==> config.mk <==
export PLATFORM = sky130hd
export DESIGN_NAME = seg_display_monitor
export DESIGN_NICKNAME = d
export VERILOG_FILES = /design/src/rtl/seg7_pkg.sv /design/src/rtl/seg7_digit_decode.sv /design/src/rtl/seg_display_monitor.sv
export SDC_FILE = /design/constraint.sdc
export NUM_CORES = 1
export LEC_CHECK = 0
export CELL_PAD_IN_SITES_DETAIL_PLACEMENT = 1
export CELL_PAD_IN_SITES_GLOBAL_PLACEMENT = 2
export CORE_UTILIZATION = 35
export DETAILED_ROUTE_END_ITERATION = 10
export HOLD_SLACK_MARGIN = 0.05
export PLACE_DENSITY = 0.75
export SLEW_MARGIN = 20
export SYNTH_ARGS = -nofsm -noshare
export SYNTH_HDL_FRONTEND = slang
export SYNTH_SLANG_ARGS = --single-unit
==> constraint.sdc <==
create_clock -name clock -period 11.45 [get_ports clock]
set_clock_uncertainty 0.1 [all_clocks]
set_input_delay 1.7175 -clock clock [delete_from_list [all_inputs] [get_ports clock]]
set_output_delay 1.7175 -clock clock [all_outputs]
set_load 0.02 [all_outputs]
==> src/rtl/seg7_pkg.sv <==
// Shared seven-segment constants for the countdown display monitor.
// Patterns are active-low, with bit 0 driving segment a.
package seg7_pkg;

    localparam logic [6:0] SEG_DIGIT [0:9] = '{
        7'h40, 7'h79, 7'h24, 7'h30, 7'h19,
        7'h12, 7'h02, 7'h78, 7'h00, 7'h10
    };
    localparam logic [6:0] SEG_BLANK   = 7'h7F;
    localparam logic [3:0] BCD_INVALID = 4'hF;

    typedef enum logic {
        ST_IDLE,
        ST_TRACK
    } mon_state_e;

    function automatic logic [6:0] bcd_pair_value(input logic [3:0] h, input logic [3:0] l);
        return 7'(h) * 7'd10 + 7'(l);
    endfunction

endpackage

==> src/rtl/seg7_digit_decode.sv <==
// Combinational inverse of the BCD-to-segment encoder for one digit.
// Blank and unknown patterns both report valid_o=0 with BCD_INVALID.
module seg7_digit_decode
    import seg7_pkg::*;
(
    input  logic [6:0] seg_i,
    output logic       valid_o,
    output logic [3:0] bcd_o
);

    always_comb begin
        valid_o = 1'b0;
        bcd_o   = BCD_INVALID;
        for (int i = 0; i < 10; i++) begin
            if (seg_i == SEG_DIGIT[i]) begin
                valid_o = 1'b1;
                bcd_o   = 4'(i);
            end
        end
    end

endmodule

==> src/rtl/seg_display_monitor.sv <==
// Receive-side checker for the two-digit countdown display: glitch filter,
// segment decode, countdown sequence check and sticky error reporting.
//   state    | meaning
//   ST_IDLE  | nothing accepted since reset, valid=0
//   ST_TRACK | a value has been accepted, sequence check active
module seg_display_monitor
    import seg7_pkg::*;
#(
    parameter int STABLE_CYCLES = 4,
    parameter int RELOAD_VALUE  = 15
) (
    input  logic       clock,
    input  logic       reset,
    input  logic [6:0] bs1,
    input  logic [6:0] bs0,
    input  logic       err_clr,
    output logic [3:0] time_h,
    output logic [3:0] time_l,
    output logic       valid,
    output logic       new_value,
    output logic       done,
    output logic       pattern_err,
    output logic       seq_err,
    output logic [7:0] bad_cnt
);

    localparam int              CNT_W    = $clog2(STABLE_CYCLES + 1);
    localparam logic [CNT_W-1:0] CNT_MAX  = CNT_W'(STABLE_CYCLES);
    localparam logic [CNT_W-1:0] CNT_LAST = CNT_W'(STABLE_CYCLES - 1);
    localparam logic [6:0]       RELOAD_V = 7'(RELOAD_VALUE);

    mon_state_e       state_q, state_d;
    logic [6:0]       s1_q, s0_q, cand1_q, cand1_d, cand0_q, cand0_d;
    logic [CNT_W-1:0] cnt_q, cnt_d;
    logic [3:0]       time_h_q, time_h_d, time_l_q, time_l_d;
    logic             new_value_q, new_value_d, done_q, done_d;
    logic             pattern_err_q, pattern_err_d, seq_err_q, seq_err_d;
    logic [7:0]       bad_cnt_q, bad_cnt_d;

    logic       dv1, dv0, settle, pat_hit, seq_hit;
    logic [3:0] bcd1, bcd0;
    logic [6:0] val_new, val_prev;

    seg7_digit_decode u_dec1 (.seg_i(cand1_q), .valid_o(dv1), .bcd_o(bcd1));
    seg7_digit_decode u_dec0 (.seg_i(cand0_q), .valid_o(dv0), .bcd_o(bcd0));

    assign val_new  = bcd_pair_value(bcd1, bcd0);
    assign val_prev = bcd_pair_value(time_h_q, time_l_q);
    assign settle   = ({s1_q, s0_q} == {cand1_q, cand0_q}) && (cnt_q == CNT_LAST);

    always_comb begin
        cand1_d     = cand1_q;
        cand0_d     = cand0_q;
        cnt_d       = cnt_q;
        state_d     = state_q;
        time_h_d    = time_h_q;
        time_l_d    = time_l_q;
        new_value_d = 1'b0;
        done_d      = done_q;
        pat_hit     = 1'b0;
        seq_hit     = 1'b0;

        if ({s1_q, s0_q} != {cand1_q, cand0_q}) begin
            cand1_d = s1_q;
            cand0_d = s0_q;
            cnt_d   = '0;
        end else if (cnt_q != CNT_MAX) begin
            cnt_d = cnt_q + CNT_W'(1);
        end

        if (settle) begin
            if (cand1_q == SEG_BLANK && cand0_q == SEG_BLANK) begin
                pat_hit = 1'b0;
            end else if (!dv1 || !dv0) begin
                pat_hit = 1'b1;
            end else if (!(state_q == ST_TRACK && bcd1 == time_h_q && bcd0 == time_l_q)) begin
                time_h_d    = bcd1;
                time_l_d    = bcd0;
                new_value_d = 1'b1;
                done_d      = (val_new == 7'd0);
                state_d     = ST_TRACK;
                // Reaching 00 leaves previous-1 unreachable, so only a reload passes.
                seq_hit     = (state_q == ST_TRACK) &&
                              !((val_new + 7'd1 == val_prev) || (val_new == RELOAD_V));
            end
        end

        pattern_err_d = (pattern_err_q && !err_clr) || pat_hit;
        seq_err_d     = (seq_err_q && !err_clr) || seq_hit;
        bad_cnt_d     = err_clr ? 8'd0 : bad_cnt_q;
        if (pat_hit && bad_cnt_d != 8'hFF) begin
            bad_cnt_d = bad_cnt_d + 8'd1;
        end
    end

    always_ff @(posedge clock or negedge reset) begin
        if (!reset) begin
            s1_q          <= SEG_BLANK;
            s0_q          <= SEG_BLANK;
            cand1_q       <= SEG_BLANK;
            cand0_q       <= SEG_BLANK;
            cnt_q         <= '0;
            state_q       <= ST_IDLE;
            time_h_q      <= 4'd0;
            time_l_q      <= 4'd0;
            new_value_q   <= 1'b0;
            done_q        <= 1'b0;
            pattern_err_q <= 1'b0;
            seq_err_q     <= 1'b0;
            bad_cnt_q     <= 8'd0;
        end else begin
            s1_q          <= bs1;
            s0_q          <= bs0;
            cand1_q       <= cand1_d;
            cand0_q       <= cand0_d;
            cnt_q         <= cnt_d;
            state_q       <= state_d;
            time_h_q      <= time_h_d;
            time_l_q      <= time_l_d;
            new_value_q   <= new_value_d;
            done_q        <= done_d;
            pattern_err_q <= pattern_err_d;
            seq_err_q     <= seq_err_d;
            bad_cnt_q     <= bad_cnt_d;
        end
    end

    assign time_h      = time_h_q;
    assign time_l      = time_l_q;
    assign valid       = (state_q == ST_TRACK);
    assign new_value   = new_value_q;
    assign done        = done_q;
    assign pattern_err = pattern_err_q;
    assign seq_err     = seq_err_q;
    assign bad_cnt     = bad_cnt_q;

endmodule

==> results of run 1 <==
[through the flow]
step / power [W] / instances / utilization (%) / cell area, um^2
after floorplan: 0.000241 / 342 / - / 3490
after global placement: 0.000257 / 485 / 40.0 / 3890
after detailed placement: 0.000258 / 485 / 40.0 / 3890
after CTS: 0.000375 / 493 / 41.0 / 3990
after global routing: 0.000390 / 493 / 41.0 / 3990
final: 0.000368 / 493 / 41.0 / 3990
[cell type report]
type | count | share of cell area, %
repair buffers | 38 | 9.34
clock buffers | 5 | 1.72
well taps | 133 | 4.17
flip-flops and latches | 52 | 33.5
clock inverters | 3 | 0.659
inverters | 14 | 1.32
multi-input cells | 248 | 49.3
[worst min path at each step]
stage,from,end,slack (ns)
finish,s1_q[3]$_DFF_PN1_,cand1_q[3]$_DFFE_PN1P_,0.27
CTS,s1_q[3]$_DFF_PN1_,cand1_q[3]$_DFFE_PN1P_,0.27
global route,s1_q[3]$_DFF_PN1_,cand1_q[3]$_DFFE_PN1P_,0.28
detailed placement,s1_q[5]$_DFF_PN1_,cand1_q[5]$_DFFE_PN1P_,0.26
global placement,s1_q[5]$_DFF_PN1_,cand1_q[5]$_DFFE_PN1P_,0.26
floorplan,s0_q[0]$_DFF_PN1_,cand0_q[0]$_DFFE_PN1P_,0.34
[cells by family (layout without fill, tap and decap cells)]
kind of cell | Yosys count | after routing | share of synthesized area, %
muxes | 10 | 10 | 3.52
DFF | 52 | 52 | 38.3
AOI/OAI and AO/OA | 53 | 53 | 12.6
xor gates and xnor gates | 42 | 42 | 10.9
adders and majority gates | 22 | 22 | 8.76
and+or+nand+nor | 121 | 121 | 20.6
buffers and inverters | 42 | 60 | 5.24
[power by group through the flow]
stage	registers, W	clock network, W	logic, W
6_report	0.000202	0.000113	0.0000524
3_3_place_gp	0.000205	0	0.0000518
3_5_place_dp	0.000205	0	0.0000529
2_1_floorplan	0.000198	0	0.0000431
4_1_cts	0.000202	0.000119	0.0000531
5_1_grt	0.000204	0.000127	0.0000589
[metal layers]
metal	up-vias	track usage, %	part of all wire, %
li1	1243	-	-
met1	1273	22.1	47
met2	29	29.9	50
met3	8	2.48	1.8
met4	0	4.68	1.4
met5	-	0	0
[synth_stat cells, types with 4 or more instances]
cell                       instances
sky130_fd_sc_hd__a211oi_1          4
sky130_fd_sc_hd__a21o_1            4
sky130_fd_sc_hd__nor3_1           12
sky130_fd_sc_hd__a21oi_1           7
sky130_fd_sc_hd__nand2_1          23
sky130_fd_sc_hd__xnor2_1          35
sky130_fd_sc_hd__dfrtp_1          24
sky130_fd_sc_hd__xor2_1            6
sky130_fd_sc_hd__buf_2             8
sky130_fd_sc_hd__mux2_2            6
sky130_fd_sc_hd__fa_1              4
sky130_fd_sc_hd__nor2b_1           8
sky130_fd_sc_hd__ha_1             18
sky130_fd_sc_hd__dfstp_2          28
sky130_fd_sc_hd__clkbuf_1         18
sky130_fd_sc_hd__nand4_1           8
sky130_fd_sc_hd__nor2_1           15
sky130_fd_sc_hd__inv_1            14
sky130_fd_sc_hd__o21a_1            4
sky130_fd_sc_hd__nand3_1          16
[sequential cells by signal, indices dropped and copies added, names as in the netlist, 3 cells and up]
name and count:
cand0_q 7, cnt_q 3, bad_cnt 8, time_h 4, time_l 4, cand1_q 7
s0_q 7, s1_q 7
[critical path, delay by kind of cell, from the launching register on]
family | cells | cell delay [ns]
compound gates | 6 | 1.45
xor+xnor | 2 | 0.42
fa+ha+maj | 3 | 0.98
buf+inv | 1 | 0.06
flops | 1 | 0.68
simple gates | 3 | 0.74
==> load_flow_metrics.sql, run 1 <==
INSERT INTO impl_metrics (metric_group, metric, value, unit) VALUES
('clock_network', 'clk_path_buf_depth', '2', ''),
('synthesis', 'post_synthesis_cell_type_count', '72', ''),
('global_route', 'grt_first_pass_wirelength', '13.6', 'mm'),
('setup_path', 'r2r_end', 'seq_err$_DFF_PN0_', ''),
('synthesis', 'synth.top_cells.by_area', 'sky130_fd_sc_hd__dfstp_2, sky130_fd_sc_hd__dfrtp_1, sky130_fd_sc_hd__xnor2_1', ''),
('setup_path', 'worst_setup_path_start_kind', 'register', ''),
('global_route', 'antenna_violations_before_repair', '0', ''),
('global_route', 'first_global_vias', '2694', ''),
('setup_path', 'cp_data_arrival_time', '4.64', 'ns'),
('run', 'max_cap_viol_count', '0', ''),
('floorplanning', 'placement_rows', '36', ''),
('sta', 'final-setup-viol-count', '0', ''),
('placement', 'post_detailed_placement_half_perimeter_wirelength', '6.31', 'mm'),
('floorplanning', 'die_width', '102', 'um'),
('pwr', 'power_leakage', '1.53', 'nW'),
('pwr', 'clock_power_share', '30.7', '%'),
('layout', 'sequential_cell_area', '1340', 'um^2'),
('layout', 'area_occupied_by_multi_input_gates', '1970', 'um^2'),
('pwr', 'combinationalPowerShare', '14.2', '%'),
('run_status', 'run_status', 'finished, final reports clean', ''),
('pwr', 'seq_power_share', '55.0', '%'),
('placement', 'placement.io_buffers', '37', ''),
('global_route', 'overflow', '0', ''),
('setup_path', 'worstPathCellList', 'nor4b_1 -> a41oi_1 -> o31ai_1 -> nor2_1 -> ha_1 -> ha_1 -> inv_1 -> fa_1 -> nor2b_1 -> a32oi_1 -> a221oi_1 -> xnor2_1 -> xnor3_1 -> a211oi_1 -> a211oi_1', ''),
('synthesis', 'ys_seq_elements', '52', ''),
('setup_path', 'worst-path-max-fanout', '10', ''),
('layout', 'final_net_count', '398', ''),
('layout', 'final_cell_mix', 'sky130_fd_sc_hd__clkdlybuf4s50_1, sky130_fd_sc_hd__xnor2_1, sky130_fd_sc_hd__dfstp_2, sky130_fd_sc_hd__dfrtp_1, sky130_fd_sc_hd__nand2_1', ''),
('synthesis', 'cell_accounting_for_the_most_synthesized_area', 'sky130_fd_sc_hd__dfstp_2', ''),
('clock_network', 'clock-root-buffer', 'sky130_fd_sc_hd__clkbuf_8', ''),
('sta', 'min_period_over_period', '39.8', '%'),
('setup_path', 'r2r_cells', '15', ''),
('synthesis', 'synth_top_cell_area_share', '21.1', '%'),
('pwr', 'internal-power', '0.000263', 'W'),
('routing', 'drc', '0', ''),
('routing', 'detail_route.iter0.violations', '51', ''),
('setup_path', 'crit_path_top_delay_cell', 'sky130_fd_sc_hd__dfstp_2', ''),
('sta', 'setup_ws', '6.90', 'ns'),
('sta', 'max_slew.worst_pin.slew', '0.841', 'ns'),
('synthesis', 'count_of_yosys_warnings_during_synthesis', '0', ''),
('routing', 'num_vias', '2553', ''),
('sta', 'final_period_minus_worst_setup_slack', '4.55', 'ns'),
('global_route', 'grt.total_usage', '17.2', '%'),
('synthesis', 'synth_cells', '342', ''),
('min_path', 'worst_hold_path_type', 'reg -> reg', ''),
('sta', 'relSlewSlack', '43.6', '%'),
('synthesis', 'async_flop_share', '100', '%'),
('synthesis', 'synth_sequential_area_ratio', '38.3', '%'),
('synthesis', 'postSynth.topFlopCell', 'sky130_fd_sc_hd__dfstp_2', ''),
('setup_path', 'crit_start', 'cand1_q[1]$_DFFE_PN1P_', ''),
('setup_path', 'worst_stage_delay_on_the_critical_path', '0.68', 'ns'),
('layout', 'syn_to_final_growth', '14.5', '%'),
('layout', 'layout.cells.most_common', 'sky130_fd_sc_hd__clkdlybuf4s50_1', ''),
('clock_network', 'clock_tree.htree_level_count', '2', ''),
('synthesis', 'post_synth.cell_area_avg', '10.2', 'um^2'),
('sta', 'rsz0062_at_grt', 'no', ''),
('pwr', 'irDropWorstVdd', '47.7', 'uV'),
('routing', 'antenna_violating_nets_post_route', '0', ''),
('routing', 'drt_first_pass_iters', '4', ''),
('clock_network', 'clock_sinks', '52', ''),
('setup_path', 'end_kind', 'register', ''),
('clock_network', 'tritoncts_clock_tree', 'yes', ''),
('sta', 'finalHoldWorstSlack', '0.269', 'ns'),
('routing', 'route.final.wire_length', '8.22', 'mm'),
('setup_path', 'worstPathRequired', '11.54', 'ns'),
('sta', 'timing_hold_violations_final', '0', ''),
('pwr', 'sw_frac_of_total', '28.4', '%'),
('pwr', 'power_density', '92.2', 'nW/um^2'),
('setup_path', 'r2r_slack', '6.90', 'ns'),
('clock_network', 'worst_skew_pair.late_latency', '0.32', 'ns'),
('floorplanning', 'design.portCount', '38', '');
Note: power is estimated with default switching activity, not from simulation.
==> run 2: changes to the inputs <==
clock period = 4.2 ns   (was 11.45 ns; I/O delays follow)
==> load_flow_metrics.sql, run 2 (synthesis results as in run 1) <==
INSERT INTO impl_metrics (metric_group, metric, value, unit) VALUES
('sta', 'achievable-frequency', '248', 'MHz'),
('floorplanning', 'design.core.area', '9730', 'um^2'),
('sta', 'final_period_minus_worst_setup_slack', '4.03', 'ns'),
('setup_path', 'end_kind', 'register', ''),
('placement', 'post_detailed_placement_half_perimeter_wirelength', '6.45', 'mm'),
('floorplanning', 'die-area', '10400', 'um^2'),
('routing', 'antenna_violating_nets_post_route', '0', ''),
('setup_path', 'worst_stage_delay_on_the_critical_path', '0.48', 'ns'),
('placement', 'dpl.cell_count', '492', ''),
('sta', 'max_slew.worst_pin.slew', '0.761', 'ns'),
('layout', 'syn_to_final_growth', '19.2', '%'),
('setup_path', 'crit_start', 'cand1_q[0]$_DFFE_PN1P_', ''),
('routing', 'route.final.wire_length', '8.39', 'mm'),
('pwr', 'power_density', '253', 'nW/um^2'),
('run_status', 'run_status', 'finished, final reports clean', ''),
('routing', 'drc', '0', ''),
('layout', 'largest_register_ffs', '8', ''),
('floorplanning', 'design.portCount', '38', ''),
('setup_path', 'worst_setup_path_start_kind', 'register', ''),
('layout', 'final_cell_area', '4150', 'um^2'),
('clock_network', 'cts_made_buffers', '5', ''),
('clock_network', 'tritoncts_clock_tree', 'yes', ''),
('setup_path', 'path_common_cell', 'sky130_fd_sc_hd__ha_1', ''),
('layout', 'final_cell_count_no_fill', '505', ''),
('sta', 'min_period_over_period', '96.0', '%'),
('sta', 'finalMaxSlewViolations', '0', ''),
('clock_network', 'clk_transition_reported_paths', '0.11', 'ns'),
('placement', 'finalWeightedCongestion', '0.862', ''),
('placement', 'placement.io_buffers', '37', ''),
('min_path', 'worst_hold_path_type', 'reg -> reg', ''),
('layout', 'antenna_cells_inserted', '0', ''),
('setup_path', 'r2r_slack', '0.17', 'ns'),
('layout', 'final_net_count', '410', ''),
('pwr', 'sw_frac_of_total', '27.7', '%'),
('clock_network', 'clock-root-buffer', 'sky130_fd_sc_hd__clkbuf_8', ''),
('routing', 'detail_route.iter0.violations', '64', ''),
('pwr', 'seq_power_share', '52.1', '%'),
('floorplanning', 'floorplan.initialDensity', '35.8', '%'),
('clock_network', 'clk_path_buf_depth', '2', ''),
('global_route', 'grt_start_max_net_pins', '35', ''),
('setup_path', 'r2r_end', 'seq_err$_DFF_PN0_', ''),
('setup_path', 'cp_data_arrival_time', '4.12', 'ns'),
('clock_network', 'worst_skew_pair.late_latency', '0.32', 'ns'),
('run', 'max_cap_viol_count', '0', ''),
('floorplanning', 'die_height', '102', 'um'),
('clock_network', 'clock_sinks', '52', ''),
('clock_network', 'clock_tree.htree_level_count', '2', ''),
('sta', 'relSlewSlack', '49.3', '%'),
('layout', 'layout-drive-gt1-share', '23.1', '%'),
('layout', 'final_cell_mix', 'sky130_fd_sc_hd__clkdlybuf4s50_1, sky130_fd_sc_hd__xnor2_1, sky130_fd_sc_hd__dfstp_2, sky130_fd_sc_hd__dfrtp_1, sky130_fd_sc_hd__nand2_1', ''),
('pwr', 'clock_power_share', '32.2', '%'),
('layout', 'post-route-util', '42.7', '%'),
('pwr', 'power.net_switching', '0.000291', 'W'),
('placement', 'place_area', '3950', 'um^2'),
('global_route', 'antenna_violations_before_repair', '0', ''),
('routing', 'avgRoutedWirePerCell', '16.6', 'um'),
('setup_path', 'timing.rr.start', 'cand1_q[0]$_DFFE_PN1P_', ''),
('routing', 'viasPerCell', '5.19', ''),
('setup_path', 'setup.worst_path.class', 'reg -> reg', ''),
('setup_path', 'worstPathRequired', '4.29', 'ns'),
('setup_path', 'cp-endpoint', 'seq_err$_DFF_PN0_', ''),
('setup_path', 'worstPathCellList', 'clkbuf_2 -> or3_4 -> or3_1 -> a31o_1 -> ha_1 -> ha_1 -> inv_1 -> fa_2 -> nor2b_4 -> a32oi_1 -> a221oi_2 -> xnor2_1 -> xnor3_1 -> a211oi_2 -> a211oi_1', ''),
('layout', 'layout.cells.most_common', 'sky130_fd_sc_hd__clkdlybuf4s50_1', ''),
('pwr', 'irDropWorstVdd', '144', 'uV'),
('setup_path', 'crit_path_top_delay_cell', 'sky130_fd_sc_hd__fa_2', ''),
('sta', 'final-setup-viol-count', '0', ''),
('pwr', 'power_leakage', '1.62', 'nW'),
('global_route', 'grt.total_usage', '17.7', '%'),
('routing', 'drt_first_pass_iters', '4', ''),
('global_route', 'grt_first_pass_wirelength', '14.0', 'mm'),
('global_route', 'first_global_vias', '2718', ''),
('pwr', 'combinationalPowerShare', '15.6', '%'),
('routing', 'num_vias', '2623', ''),
('setup_path', 'r2r_cells', '15', ''),
('setup_path', 'worst-path-max-fanout', '6', ''),
('floorplanning', 'placement_rows', '36', ''),
('sta', 'timing_hold_violations_final', '0', ''),
('global_route', 'overflow', '0', ''),
('floorplanning', 'die_width', '102', 'um'),
('pwr', 'internal-power', '0.000761', 'W');
## run 2: critical path: cells and delay by family (launching register included)
| family | cells | cell delay (ns) |
|---|---|---|
| compound gates | 5 | 0.91 |
| fa+ha+maj | 3 | 0.98 |
| simple gates | 3 | 0.90 |
| flops | 1 | 0.41 |
| buf+inv | 2 | 0.22 |
| xor+xnor | 2 | 0.42 |
## run 2: how the worst min path moves through the flow
| stage | start | to | slack, ns | cells past startpoint |
|---|---|---|---|---|
| global placement | s1_q[5]$_DFF_PN1_ | cand1_q[5]$_DFFE_PN1P_ | 0.26 | 0 |
| CTS | s0_q[0]$_DFF_PN1_ | cand0_q[0]$_DFFE_PN1P_ | 0.28 | 0 |
| finish | s0_q[0]$_DFF_PN1_ | cand0_q[0]$_DFFE_PN1P_ | 0.27 | 0 |
| detailed placement | s0_q[2]$_DFF_PN1_ | cand0_q[2]$_DFFE_PN1P_ | 0.26 | 0 |
| floorplan | reset | bad_cnt[0]$_DFF_PN0_ | 0.23 | 0 |
| global route | s1_q[4]$_DFF_PN1_ | cand1_q[4]$_DFFE_PN1P_ | 0.28 | 0 |
## run 2: layout make-up
| type | instances | area, um^2 |
|---|---|---|
| sequential | 52 | 1340 |
| tap | 133 | 166 |
| timing repair buffer | 50 | 460 |
| inverter | 14 | 52.6 |
| clock inverter | 2 | 15.0 |
| clock buffer | 6 | 93.8 |
| fill | 1121 | 5580 |
| multi-input combinational | 248 | 2030 |
## run 2: stage by stage
stage | worst slack, ns | power, W | setup TNS, ns | hold slack (ns)
floorplan | 0.234 | 0.000658 | 0 | 0.234
global placement | 0.0920 | 0.000704 | 0 | 0.262
detailed placement | -0.0188 | 0.000707 | -0.0188 | 0.264
CTS | 0.0154 | 0.00105 | 0 | 0.278
global route | -0.0292 | 0.00111 | -0.0292 | 0.285
finish | 0.167 | 0.00105 | 0 | 0.272
## run 2: repair_timing
item	4_1_cts	5_1_grt
hold buffers	0	0
pin swaps	0	2
setup buffers	0	5
cloned	0	0
endpoints found under the setup margin	1	1
resized for setup	1	13
## run 2: power by group through the flow
stage                     sequential [W]  clock, W  combinational (W)
final                           0.000549  0.000339           0.000164
after global routing            0.000553  0.000374           0.000181
after CTS                       0.000550  0.000354           0.000149
after detailed placement        0.000559         0           0.000148
after global placement          0.000557         0           0.000146
after floorplan                 0.000541         0           0.000117
## run 2: routing by layer
layer  vias up  GRT usage [%]  share of wire (%)
li1       1265              -                  -
met1      1310           23.8                 47
met5         -              0                  0
met3        14           2.42                2.4
met2        34           29.0                 49
met4         0           6.35                1.7
==> run 3: changes to the inputs <==
CORE_UTILIZATION = 33   (was 35)
CTS_CLUSTER_SIZE = 28   (was default)
PLACE_DENSITY = 0.84   (was 0.75)
clock period = 3.25 ns   (was 4.2 ns; I/O delays follow)
==> load_flow_metrics.sql, run 3 (synthesis results as in run 1) <==
INSERT INTO impl_metrics (metric_group, metric, value, unit) VALUES
('layout', 'n_fill_cell', '1165', ''),
('routing', 'route.final.wire_length', '9.54', 'mm'),
('sta', 'finalMaxSlewViolations', '0', ''),
('floorplanning', 'design.portCount', '38', ''),
('clock_network', 'cts_hold_repair.buffers', '0', ''),
('pwr', 'power_leakage', '1.97', 'nW'),
('global_route', 'grt.total_usage', '18.2', '%'),
('floorplanning', 'die_width', '105', 'um'),
('sta', 'max_slew.worst_pin.slew', '0.892', 'ns'),
('setup_path', 'worstPathCellList', 'or3b_1 -> a211oi_2 -> or2_1 -> nor2_4 -> ha_4 -> ha_4 -> inv_2 -> fa_2 -> nor2b_4 -> a32oi_2 -> buf_4 -> xnor2_2 -> or3_1 -> a211oi_2 -> a211oi_1', ''),
('sta', 'timing_hold_violations_final', '0', ''),
('setup_path', 'worstPathRequired', '3.34', 'ns'),
('layout', 'layout.cells.most_common', 'sky130_fd_sc_hd__buf_4', ''),
('placement', 'dp_slack', '-0.727', 'ns'),
('routing', 'drc', '0', ''),
('clock_network', 'tritoncts_clock_tree', 'yes', ''),
('floorplanning', 'die_height', '105', 'um'),
('global_route', 'first_global_vias', '3025', ''),
('sta', 'min_period_over_period', '117', '%'),
('clock_network', 'clock_sinks', '52', ''),
('sta', 'achievable-frequency', '264', 'MHz'),
('sta', 'setup_ws', '-0.541', 'ns'),
('layout', 'final_cell_mix', 'sky130_fd_sc_hd__buf_4, sky130_fd_sc_hd__clkdlybuf4s50_1, sky130_fd_sc_hd__xnor2_1, sky130_fd_sc_hd__dfstp_2, sky130_fd_sc_hd__dfrtp_1', ''),
('sta', 'finalHoldWorstSlack', '0.187', 'ns'),
('run_status', 'run_status', 'finished, violations left', ''),
('clock_network', 'clock-root-buffer', 'sky130_fd_sc_hd__clkbuf_8', ''),
('global_route', 'grt_first_pass_wirelength', '15.6', 'mm'),
('clock_network', 'clk_path_buf_depth', '2', ''),
('placement', 'finalWeightedCongestion', '0.838', ''),
('setup_path', 'crit_path_top_delay_cell', 'sky130_fd_sc_hd__fa_2', ''),
('routing', 'antenna_violating_nets_post_route', '0', ''),
('placement', 'placement.io_buffers', '37', ''),
('pwr', 'power_density', '329', 'nW/um^2'),
('sta', 'final-setup-viol-count', '2', ''),
('floorplanning', 'floorplan.initialDensity', '33.9', '%'),
('sta', 'relSlewSlack', '40.5', '%'),
('layout', 'antenna_cells_inserted', '0', ''),
('clock_network', 'cts_made_buffers', '5', ''),
('layout', 'final_cell_count_no_fill', '573', ''),
('floorplanning', 'placement_rows', '37', ''),
('sta', 'final_period_minus_worst_setup_slack', '3.79', 'ns'),
('layout', 'syn_to_final_growth', '37.0', '%'),
('floorplanning', 'die-area', '11000', 'um^2'),
('setup_path', 'worst-path-max-fanout', '5', ''),
('setup_path', 'setup.worst_path.class', 'reg -> reg', ''),
('routing', 'detail_route.iter0.violations', '90', ''),
('run', 'max_cap_viol_count', '0', ''),
('global_route', 'antenna_violations_before_repair', '0', ''),
('clock_network', 'clock_tree.htree_level_count', '2', ''),
('setup_path', 'worst_stage_delay_on_the_critical_path', '0.59', 'ns'),
('routing', 'num_vias', '2928', ''),
('layout', 'final_net_count', '475', ''),
('setup_path', 'end_kind', 'register', ''),
('layout', 'largest_register_ffs', '8', ''),
('clock_network', 'clk_transition_reported_paths', '0.11', 'ns'),
('global_route', 'overflow', '0', ''),
('sta', 'rsz0062_at_grt', 'yes', ''),
('routing', 'avgRoutedWirePerCell', '16.7', 'um'),
('placement', 'post_detailed_placement_half_perimeter_wirelength', '7.45', 'mm'),
('layout', 'layout-drive-gt1-share', '36.8', '%'),
('setup_path', 'cp_data_arrival_time', '3.88', 'ns'),
('run_status', 'violations_in_the_final_reports', 'negative setup slack', ''),
('routing', 'drt_first_pass_iters', '4', ''),
('floorplanning', 'design.core.area', '10300', 'um^2'),
('clock_network', 'worst_skew_pair.late_latency', '0.33', 'ns'),
('placement', 'dpl.cell_count', '562', ''),
('min_path', 'worst_hold_path_type', 'in -> async', ''),
('pwr', 'post-layout-total-power', '0.00157', 'W'),
('pwr', 'irDropWorstVdd', '174', 'uV'),
('setup_path', 'worst_setup_path_start_kind', 'register', ''),
('global_route', 'grt_start_max_net_pins', '39', ''),
('routing', 'viasPerCell', '5.11', '');
run 3: cell count changes in the layout (fill, tap and decap cells not counted), sizes merged:
| cell | before | now |
|---|---|---|
| buf | 13 | 79 |
| inv | 16 | 14 |
| bufinv | 0 | 1 |
run 3: power by group:
part	internal, W	switching (W)	total, W
clock	0.000323	0.000234	0.000557
sequential	0.000680	0.0000204	0.000700
combinational	0.000167	0.000147	0.000314
total	0.00117	0.000401	0.00157
run 3: per-stage QoR:
stage                     cell area (um^2)  util, %  setup TNS, ns
after floorplan                       3530        -         -0.853
after global placement                4510     43.9         -0.939
after detailed placement              4510     43.9          -1.19
after CTS                             4720     45.9         -0.922
after global routing                  4770     46.5          -1.22
final                                 4770     46.5         -0.882
run 3: per-layer routing:
layer  vias up  share of wire (%)  GRT usage [%]
met2        52                 52           32.0
li1       1399                  -              -
met5         -                  0              0
met4         0                3.4           9.05
met3        21                2.4           2.87
met1      1456                 42           21.3
run 3: critical path, delay by kind of cell (launching register included):
family | cells | cell delay, ns
simple gates | 5 | 1.07
fa+ha+maj | 3 | 0.96
compound gates | 4 | 0.67
flops | 1 | 0.58
buf+inv | 2 | 0.19
xor+xnor | 1 | 0.08
run 3: area by class of cell:
cell class | count | area, um^2 | area share (%)
clock buffer | 7 | 119 | 2.49
clock inverter | 1 | 30.0 | 0.629
inverter | 14 | 52.6 | 1.10
multi-input combinational | 248 | 2100 | 44.1
sequential | 52 | 1340 | 28.0
tap | 136 | 170 | 3.56
timing repair buffer | 115 | 963 | 20.2
run 3: timing repair:
item	CTS	global route
setup buffers	1	2
resized for setup	10	8
pin swaps	9	2
endpoints found under the hold margin	0	0
endpoints found under the setup margin	2	2
run 3: worst paths after layout:
check | from | to | slack, ns | cells after the start
setup / recovery | cand1_q[6]$_DFFE_PN1P_ | seq_err$_DFF_PN0_ | -0.54 | 15
hold / removal | reset | cnt_q[0]$_DFFE_PN0P_ | 0.19 | 1
setup reg to reg | cand1_q[6]$_DFFE_PN1P_ | seq_err$_DFF_PN0_ | -0.54 | 15
hold reg to reg | s0_q[3]$_DFF_PN1_ | cand0_q[3]$_DFFE_PN1P_ | 0.26 | 0
max in group asynchronous | reset | s1_q[0]$_DFF_PN1_ | 2.15 | 2
min in group clock | s0_q[3]$_DFF_PN1_ | cand0_q[3]$_DFFE_PN1P_ | 0.26 | 0
